### config.mk
export PLATFORM = sky130hd
export DESIGN_NAME = regfile_wb_sched
export DESIGN_NICKNAME = d
export VERILOG_FILES = /design/src/rtl/regfile_wb_sched.sv
export SDC_FILE = /design/constraint.sdc
export NUM_CORES = 1
export LEC_CHECK = 0
export ABC_AREA = 1
export CORE_MARGIN = 5
export CORE_UTILIZATION = 35
export CTS_CLUSTER_DIAMETER = 120
export DETAILED_ROUTE_END_ITERATION = 12
export GPL_ROUTABILITY_DRIVEN = 0
export GPL_TIMING_DRIVEN = 0
export PLACE_DENSITY = 0.7
export SLEW_MARGIN = 20
export SYNTH_ARGS = -nofsm -noshare
export SYNTH_HDL_FRONTEND = slang
export SYNTH_SLANG_ARGS = --single-unit
### constraint.sdc
create_clock -name clk -period 3.1 [get_ports clk]
set_input_delay 0.62 -clock clk [delete_from_list [all_inputs] [get_ports clk]]
set_output_delay 0.62 -clock clk [all_outputs]
set_load 0.02 [all_outputs]
### src/rtl/regfile_wb_sched.sv
// Purpose: arbitrates the register-file write port between ALU and LSU, and keeps the busy scoreboard that stalls issue.
// Latency: a grant in cycle N drives RegWEn/AddrD/DataD in N+1, and the busy bit reads clear from N+2.
// Backpressure: iss_stall on RAW/WAW hazards; the source that loses arbitration waits (round-robin); the write stage never stalls.
module regfile_wb_sched #(
  parameter int XLEN = 32,
  parameter int NREG = 32
) (
  input  logic            clk,
  input  logic            rst_n,
  input  logic            iss_valid,
  input  logic [4:0]      iss_rd,
  input  logic [4:0]      iss_rs1,
  input  logic [4:0]      iss_rs2,
  input  logic            iss_use_rs1,
  input  logic            iss_use_rs2,
  output logic            iss_stall,
  input  logic            alu_valid,
  input  logic [4:0]      alu_rd,
  input  logic [XLEN-1:0] alu_data,
  output logic            alu_ready,
  input  logic            lsu_valid,
  input  logic [4:0]      lsu_rd,
  input  logic [XLEN-1:0] lsu_data,
  output logic            lsu_ready,
  output logic            RegWEn,
  output logic [4:0]      AddrD,
  output logic [XLEN-1:0] DataD,
  output logic [NREG-1:0] busy,
  output logic [5:0]      busy_cnt,
  output logic            wb_err
);

  typedef struct packed {
    logic [4:0]      rd;
    logic [XLEN-1:0] data;
  } wb_t;

  logic [NREG-1:0] busy_q;
  logic [NREG-1:0] busy_nxt;
  logic            pref_lsu;
  logic            iss_set;
  logic            clr_eff;
  logic            gnt;
  wb_t             gnt_wb;

  assign busy = busy_q;

  // Hazard detection: stall on a busy source or a busy destination (register 0 is never busy)
  always_comb begin
    iss_stall = iss_valid & ((iss_use_rs1 & busy_q[iss_rs1]) |
                             (iss_use_rs2 & busy_q[iss_rs2]) |
                             ((iss_rd != 5'd0) & busy_q[iss_rd]));
    iss_set   = iss_valid & ~iss_stall & (iss_rd != 5'd0);
  end

  // Round-robin grant: the pointer only matters when both sources request
  always_comb begin
    alu_ready = alu_valid & (~lsu_valid | ~pref_lsu);
    lsu_ready = lsu_valid & (~alu_valid | pref_lsu);
    gnt       = alu_ready | lsu_ready;
    gnt_wb    = lsu_ready ? wb_t'{rd: lsu_rd, data: lsu_data}
                          : wb_t'{rd: alu_rd, data: alu_data};
  end

  // Next scoreboard state: the issue sets a bit and the write stage clears one; bit 0 stays zero
  always_comb begin
    busy_nxt = busy_q;
    if (iss_set) busy_nxt[iss_rd] = 1'b1;
    if (RegWEn)  busy_nxt[AddrD]  = 1'b0;
    busy_nxt[0] = 1'b0;
    // Only a clear that actually drops a set bit lowers the count, so busy_cnt tracks the popcount
    clr_eff = RegWEn & busy_q[AddrD];
  end

  // Arbitration pointer: flips only after a contended grant
  always_ff @(posedge clk or negedge rst_n) begin
    if (!rst_n)                       pref_lsu <= 1'b0;
    else if (alu_valid && lsu_valid)  pref_lsu <= ~pref_lsu;
  end

  // Write stage: capture the granted request; with no grant, address and data hold
  always_ff @(posedge clk or negedge rst_n) begin
    if (!rst_n) begin
      RegWEn <= 1'b0;
      AddrD  <= '0;
      DataD  <= '0;
    end else begin
      RegWEn <= gnt & (gnt_wb.rd != 5'd0);
      if (gnt) begin
        AddrD <= gnt_wb.rd;
        DataD <= gnt_wb.data;
      end
    end
  end

  // Scoreboard, busy count and sticky write-back error
  always_ff @(posedge clk or negedge rst_n) begin
    if (!rst_n) begin
      busy_q   <= '0;
      busy_cnt <= '0;
      wb_err   <= 1'b0;
    end else begin
      busy_q <= busy_nxt;
      case ({iss_set, clr_eff})
        2'b10:   busy_cnt <= busy_cnt + 6'd1;
        2'b01:   busy_cnt <= busy_cnt - 6'd1;
        default: busy_cnt <= busy_cnt;
      endcase
      if (RegWEn && !busy_q[AddrD]) wb_err <= 1'b1;
    end
  end

endmodule
== After elaboration in Yosys (flattened, before gate mapping) ==
Index checks and enable logic that the tools add are counted.
Widths: inputs -> output; s select.

* Add/subtract/negate cells: 2
* Order comparisons: 6
* Eq/ne operators: 2
* Muxes and demuxes: 16
* Bitwise operators: 22
* Reduce and logical (&&, ||, !) cells: 8

{| class="wikitable"
|+ Operator list
! kind !! number
|-
| $mux 32 || 2
|-
| $mux 37 || 1
|-
| $and 32x32->32 || 1
|-
| $not 32->32 || 1
|-
| $or 32x32->32 || 1
|-
| $lt 5x6->1 const B || 4
|-
| $bmux 1 s5 || 4
|-
| $pmux 6 s2 || 1
|-
| $and 1x1->1 || 10
|-
| $demux 1 s5 || 2
|-
| $ge 5x1->1 const B || 2
|-
| $reduce_bool 5->1 || 2
|-
| $add 6x1->6 const B || 1
|-
| $mux 1 || 6
|-
| $sub 6x1->6 const B || 1
|-
| $or 1x1->1 || 5
|-
| $logic_and 1x1->1 || 4
|-
| $not 1->1 || 4
|-
| $eq 2x1->1 const B || 1
|-
| $eq 2x2->1 const B || 1
|-
| $reduce_bool 2->1 || 1
|-
| $logic_not 1->1 || 1
|}

* Register bits after elaboration: 77
* Logic and storage cells: 63

== Logic depth before layout (Yosys ltp) ==
* Word-level depth: 12
* Gate-level depth with buffers: 25

== Worst setup path after synthesis ==
OpenSTA, ideal clock, no wires.

* Path kind: in2reg
* Start point: in iss_rd[0]
* End point: reg busy_cnt[5]
* Data arrival time: 3359 ps
* Required time: 3021 ps
* Setup slack: -338 ps
* Stages: 25
* Buffers on the path: 2
* Cell sequence: buf_6 > nand2_4 > inv_4 > nand2_1 > nand2_1 > nor2_1 > nor2_1 > nor2_1 > nand2_1 > nor2_2 > nand2_2 > nor2_8 > buf_12 > nand2_1 > ha_1 > ha_1 > nand2_1 > nand2_1 > a31oi_1 > nor2_1 > o21a_1 > o21ai_0 > nand2_1 > nor2_1 > xor2_1

* Longest elaborated chain between the ends: 10
* Elaborated cells between the ends (all ways): 13

{| class="wikitable"
|+ Ends and longest elaborated chain
! what !! line !! text
|-
| from (decl) || 11 || <nowiki>input logic [4:0] iss_rd,</nowiki>
|-
| $bmux 1 s5 || 52 || <nowiki>((iss_rd != 5'd0) & busy_q[iss_rd]));</nowiki>
|-
| $mux 1 (not written as such) || 52 ||
|-
| $and 1x1->1 || 52 ||
|-
| $or 1x1->1 || 51 || <nowiki>(iss_use_rs2 & busy_q[iss_rs2]) |</nowiki>
|-
| $and 1x1->1 || 50 || <nowiki>iss_stall = iss_valid & ((iss_use_rs1 & busy_q[iss_rs1]) |</nowiki>
|-
| $not 1->1 || 53 || <nowiki>iss_set = iss_valid & ~iss_stall & (iss_rd != 5'd0);</nowiki>
|-
| $and 1x1->1 || 53 ||
|-
| $and 1x1->1 * || 53 ||
|-
| $eq 2x1->1 or $eq 2x2->1 (tied branches) || 104 || <nowiki>case ({iss_set, clr_eff})</nowiki>
|-
| $pmux 6 s2 or $reduce_bool 2->1 (tied branches) || n/a ||
|-
| to (signal assigned) || 105 || <nowiki>2'b10: busy_cnt <= busy_cnt + 6'd1;</nowiki>
|-
| to (signal assigned) || 106 || <nowiki>2'b01: busy_cnt <= busy_cnt - 6'd1;</nowiki>
|-
| to (signal assigned) || 107 || <nowiki>default: busy_cnt <= busy_cnt;</nowiki>
|-
| to (decl) || 29 || <nowiki>output logic [5:0] busy_cnt,</nowiki>
|}

Every way passes the cells marked *; elsewhere a longest branch is shown, timed or not. The select of a mux whose other input is x is not followed.
A chain may end at the register's enable or synchronous reset.

== Final worst setup path ==
* Start point: reg AddrD[0]
* End point: reg busy_cnt[5]

* Longest elaborated chain between the ends: 5
* Elaborated cells between the ends (all ways): 7

{| class="wikitable"
|+ Ends and longest elaborated chain
! what !! line !! text
|-
| from (decl) || 26 || <nowiki>output logic [4:0] AddrD,</nowiki>
|-
| from (signal assigned) || 90 || <nowiki>AddrD <= gnt_wb.rd;</nowiki>
|-
| $bmux 1 s5 * || 72 || <nowiki>clr_eff = RegWEn & busy_q[AddrD];</nowiki>
|-
| $mux 1 (not written as such) * || 72 ||
|-
| $and 1x1->1 * || 72 ||
|-
| $eq 2x1->1 or $eq 2x2->1 (tied branches) || 104 ||
|-
| $pmux 6 s2 or $reduce_bool 2->1 (tied branches) || n/a ||
|}

Marks and branches as above.

==> qor.csv <==
stage;metric;value;unit
run_status;outcome;completed;
clock_network;CTS tree;done;
synthesis;post-synthesis simple-gate area fraction;32.1;%
grt;met3 Use GR;7.76;%
synthesis;Post-Synth Adder-Cell Area;1.53;%
synthesis;XOR/XNOR share of the synthesized area;0.488;%
critical_path;Slowest-stage cell, CP;dfrtp_2;
critical_path;WP data required;3.36;ns
finish;area grow syn2layout;51.7;%
grt;global route overflow;0;
synthesis;Seq cells post-synth;77;
synthesis;Mean Syn Cell Area;7.60;µm²
synthesis;mux share of post-synthesis cell area;6.88;%
sta;RSZ-0062 raised after global routing;true;
pwr;Peak VDD IR;0.287;mV
detailed_routing;Vias per Instance;5.31;
sta;endpoints failing setup;0;
clock_network;CTS clock-pin slew for the worst setup and hold paths;0.06;ns
floorplanning;DIE AREA;18000;µm²
finish;nets@finish;1016;
grt;M1 GR Usage;27.5;%
critical_path;R2R cell count;19;
detailed_routing;DR iter-0 viols;428;
sta;Hold Vio Cnt, Final;0;
synthesis;async set-or-reset flop fraction in the synthesized netlist;100;%
critical_path;Arr. time, crit path;3.30;ns
grt;met2 Use GR;35.4;%
detailed_routing;final antenna-violating net count;0;
clock_network;clk_lat worst skew;0.34;ns
floorplanning;die height;134;µm
grt;first-pass GRT wire length;30800;µm
clock_network;CTS Buf Count;9;
detailed_routing;Total Routed Length;20300;µm
detailed_routing;number of remaining DRC errors;0;
synthesis;Synth cell types;41;
run;total of max-cap violations;0;
critical_path;flop2flop setup slack;0.07;ns
sta;fin crit period;3.03;ns
sta;Hold WS;0.312;ns
synthesis;largest family of logic cells by synthesized area;simple AND/OR/NAND/NOR gates;
place;Final HPWL DP;15200;µm
critical_path;critical setup path kind;reg2reg;
sta;setup slack after layout;0.0655;ns
synthesis;sequential share of the synthesized area;35.8;%
sta;Worst Skew;0.00614;ns
floorplanning;Starting Density;35.5;%
place;port bufs;170;
place;pre-CTS setup slack;-1.15;ns
critical_path;CP Cell Sequence;inv_4 -> nor2_4 -> a22oi_1 -> o221ai_1 -> nand2_1 -> nand4_1 -> nor2_2 -> nor2_2 -> ha_4 -> ha_4 -> nand2_2 -> nand2_2 -> a31oi_4 -> nor2_2 -> o21a_1 -> o21ai_1 -> nand2_1 -> nor2_2 -> xor2_1;
floorplanning;core area;15100;µm²
clock_network;clock sink total;77;
critical_path;Worst Setup Start Kind;register;
synthesis;synthesized cell area;5380;µm²
floorplanning;chip width;134;µm
pwr;Design Power;6.29;mW
sta;setup_tns;0;ns
place;placed cell count;1067;
detailed_routing;via count;5879;
detailed_routing;first drt pass iteration count;7;
grt;busiest layer in global routing;met2;
clock_network;Bufs on Longest Clock Path;2;
grt;vias in the first global route;5636;
finish;layout filler cell count;1412;
sta;pin slew with the least headroom to its limit;0.631;ns
sta;final-report max-slew violation count;0;
finish;final non-filler cell total;1107;
synthesis;Ys Warns;0;
finish;ANT cells;0;
critical_path;number of buffers and inverters on the critical path;1;
sta;slew margin rel.;58.0;%
floorplanning;Top Ports;176;
critical_path;Crit Reg-Reg Endpoint;busy_cnt[5];
finish;share of cells above drive strength 1;24.0;%
clock_network;CTS HTree Levels;3;
critical_path;CP max stage delay;0.47;ns
synthesis;Post-Syn Nets;810;
critical_path;cell mode on critical path;nor2_2;
critical_path;crit end category;register;
critical_path;FF-to-FF Start;AddrD[0];
grt;initial antenna violation count;0;
clock_network;Root Driver;clkbuf_16;
pwr;pwr/cell area;770;nW/µm²
sta;Final Cycle Share;97.9;%
grt;All-Layer GR Usage;21.7;%
synthesis;top_reg_cell synth;dfrtp_1;
synthesis;Compound-Gate Fraction of Synth Area;13.4;%
critical_path;Largest delay share family, worst path;simple AND/OR/NAND/NOR gates;
pwr;leakage power;3.44;nW
synthesis;Post-synth EDFFs;0;
worst_hold_path;Hold WC Path Type;in2async;
critical_path;Crit Path Max Fanout;8;
floorplanning;Placement Rows;45;
detailed_routing;Routed WL per cell;18.3;µm
sta;Max Freq;0.330;GHz
synthesis;Syn Inst Count;708;
grt;largest net degree at the start of global routing;46;
cells in the mapped netlist (2+ instances only):
cell type / n / area [µm²]
a21oi_1: 10 / 50.1
a21oi_2: 30 / 263
a22oi_1: 7 / 52.6
a31oi_1: 3 / 18.8
buf_12: 3 / 60.1
buf_2: 10 / 50.1
buf_4: 2 / 15.0
buf_6: 2 / 22.5
clkbuf_1: 9 / 33.8
clkbuf_8: 2 / 27.5
dfrtp_1: 77 / 1930
ha_1: 5 / 62.6
inv_1: 76 / 285
inv_2: 4 / 15.0
inv_4: 2 / 12.5
mux2i_1: 37 / 370
nand2_1: 161 / 604
nand3_1: 57 / 285
nand3_2: 30 / 300
nand4_1: 7 / 43.8
nor2_1: 79 / 297
nor2_2: 4 / 25.0
nor3_1: 17 / 85.1
o21ai_0: 49 / 245
o21ai_1: 2 / 10.0
o221ai_1: 7 / 61.3
xnor2_1: 2 / 17.5
sequential cells by signal (all words and copies together), names as in the netlist:
| name | count |
|---|---|
| DataD | 32 |
| busy | 31 |
| busy_cnt | 6 |
| AddrD | 5 |
| RegWEn | 1 |
| pref_lsu | 1 |
| wb_err | 1 |
metal layers:
metal | part of all wire [%] | wire length (µm)
met4 | 1.8 | 356
met2 | 46 | 9250
met3 | 12 | 2520
met1 | 40 | 8140
met5 | 0 | 0
cells by family (layout without fill, tap and decap cells):
| kind of cell | count (synthesis) | after routing |
|---|---|---|
| compound gates | 111 | 111 |
| xor+xnor | 3 | 3 |
| fa+ha+maj | 6 | 6 |
| buf+inv | 110 | 321 |
| flops | 77 | 77 |
| mux | 37 | 37 |
| other cells | 1 | 1 |
| simple gates | 363 | 363 |
cell type report:
| type | instances | area (µm²) | share of cell area, % |
|---|---|---|---|
| clock inverters | 6 | 63.8 | 0.782 |
| inverters | 82 | 344 | 4.22 |
| plain buffers | 26 | 240 | 2.94 |
| clock buffers | 10 | 229 | 2.81 |
| well taps | 188 | 235 | 2.88 |
| multi-input cells | 521 | 3190 | 39.1 |
| flip-flops and latches | 77 | 1940 | 23.8 |
| repair buffers | 197 | 1920 | 23.5 |
metrics by stage:
stage,utilization (%),instance area (µm²)
finish,53.9,8160
global route,53.9,8160
CTS,51.3,7770
detailed placement,48.8,7390
global placement,48.7,7380
floorplan,-,5440
timing repair:
| item | in CTS | in global routing |
|---|---|---|
| gates cloned | 1 | 2 |
| gates resized for setup | 36 | 104 |
| pin swaps | 5 | 32 |
| setup buffers | 3 | 20 |
| setup endpoints to repair | 7 | 2 |
| endpoints found under the hold margin | 0 | 0 |
| hold buffers | 0 | 0 |
power breakdown:
group | total, mW | leakage [nW] | internal (mW) | switching (mW)
Clock | 1.05 | 0.138 | 0.622 | 0.428
Combinational | 3.40 | 2.39 | 1.54 | 1.85
Sequential | 1.84 | 0.908 | 1.36 | 0.479
Total | 6.29 | 3.44 | 3.52 | 2.76
worst max-delay path by stage:
stage / from / depth (start not counted) / end / slack [ns]
finish: AddrD[0] / 19 / busy_cnt[5] / 0.07
global route: iss_rs1[0] / 21 / busy_cnt[5] / -0.12
CTS: iss_rd[4] / 22 / busy_cnt[5] / -0.05
detailed placement: iss_rd[1] / 26 / busy_cnt[5] / -1.15
global placement: rst_n / 1 / DataD[30] / -1.50
floorplan: iss_rd[0] / 25 / busy_cnt[5] / -0.11
placed cells by master, fill, tap and decap left out, types with 27 or more instances in the layout:
| cell type | n |
|---|---|
| clkdlybuf4s50_1 | 159 |
| nand2_1 | 150 |
| nor2_1 | 71 |
| dfrtp_1 | 67 |
| inv_1 | 57 |
| nand3_2 | 48 |
| o21ai_0 | 46 |
| nand3_1 | 39 |
| mux2i_1 | 37 |
| a21oi_2 | 32 |
| buf_4 | 27 |
No activity file was read; power rests on OpenSTA's default activity.
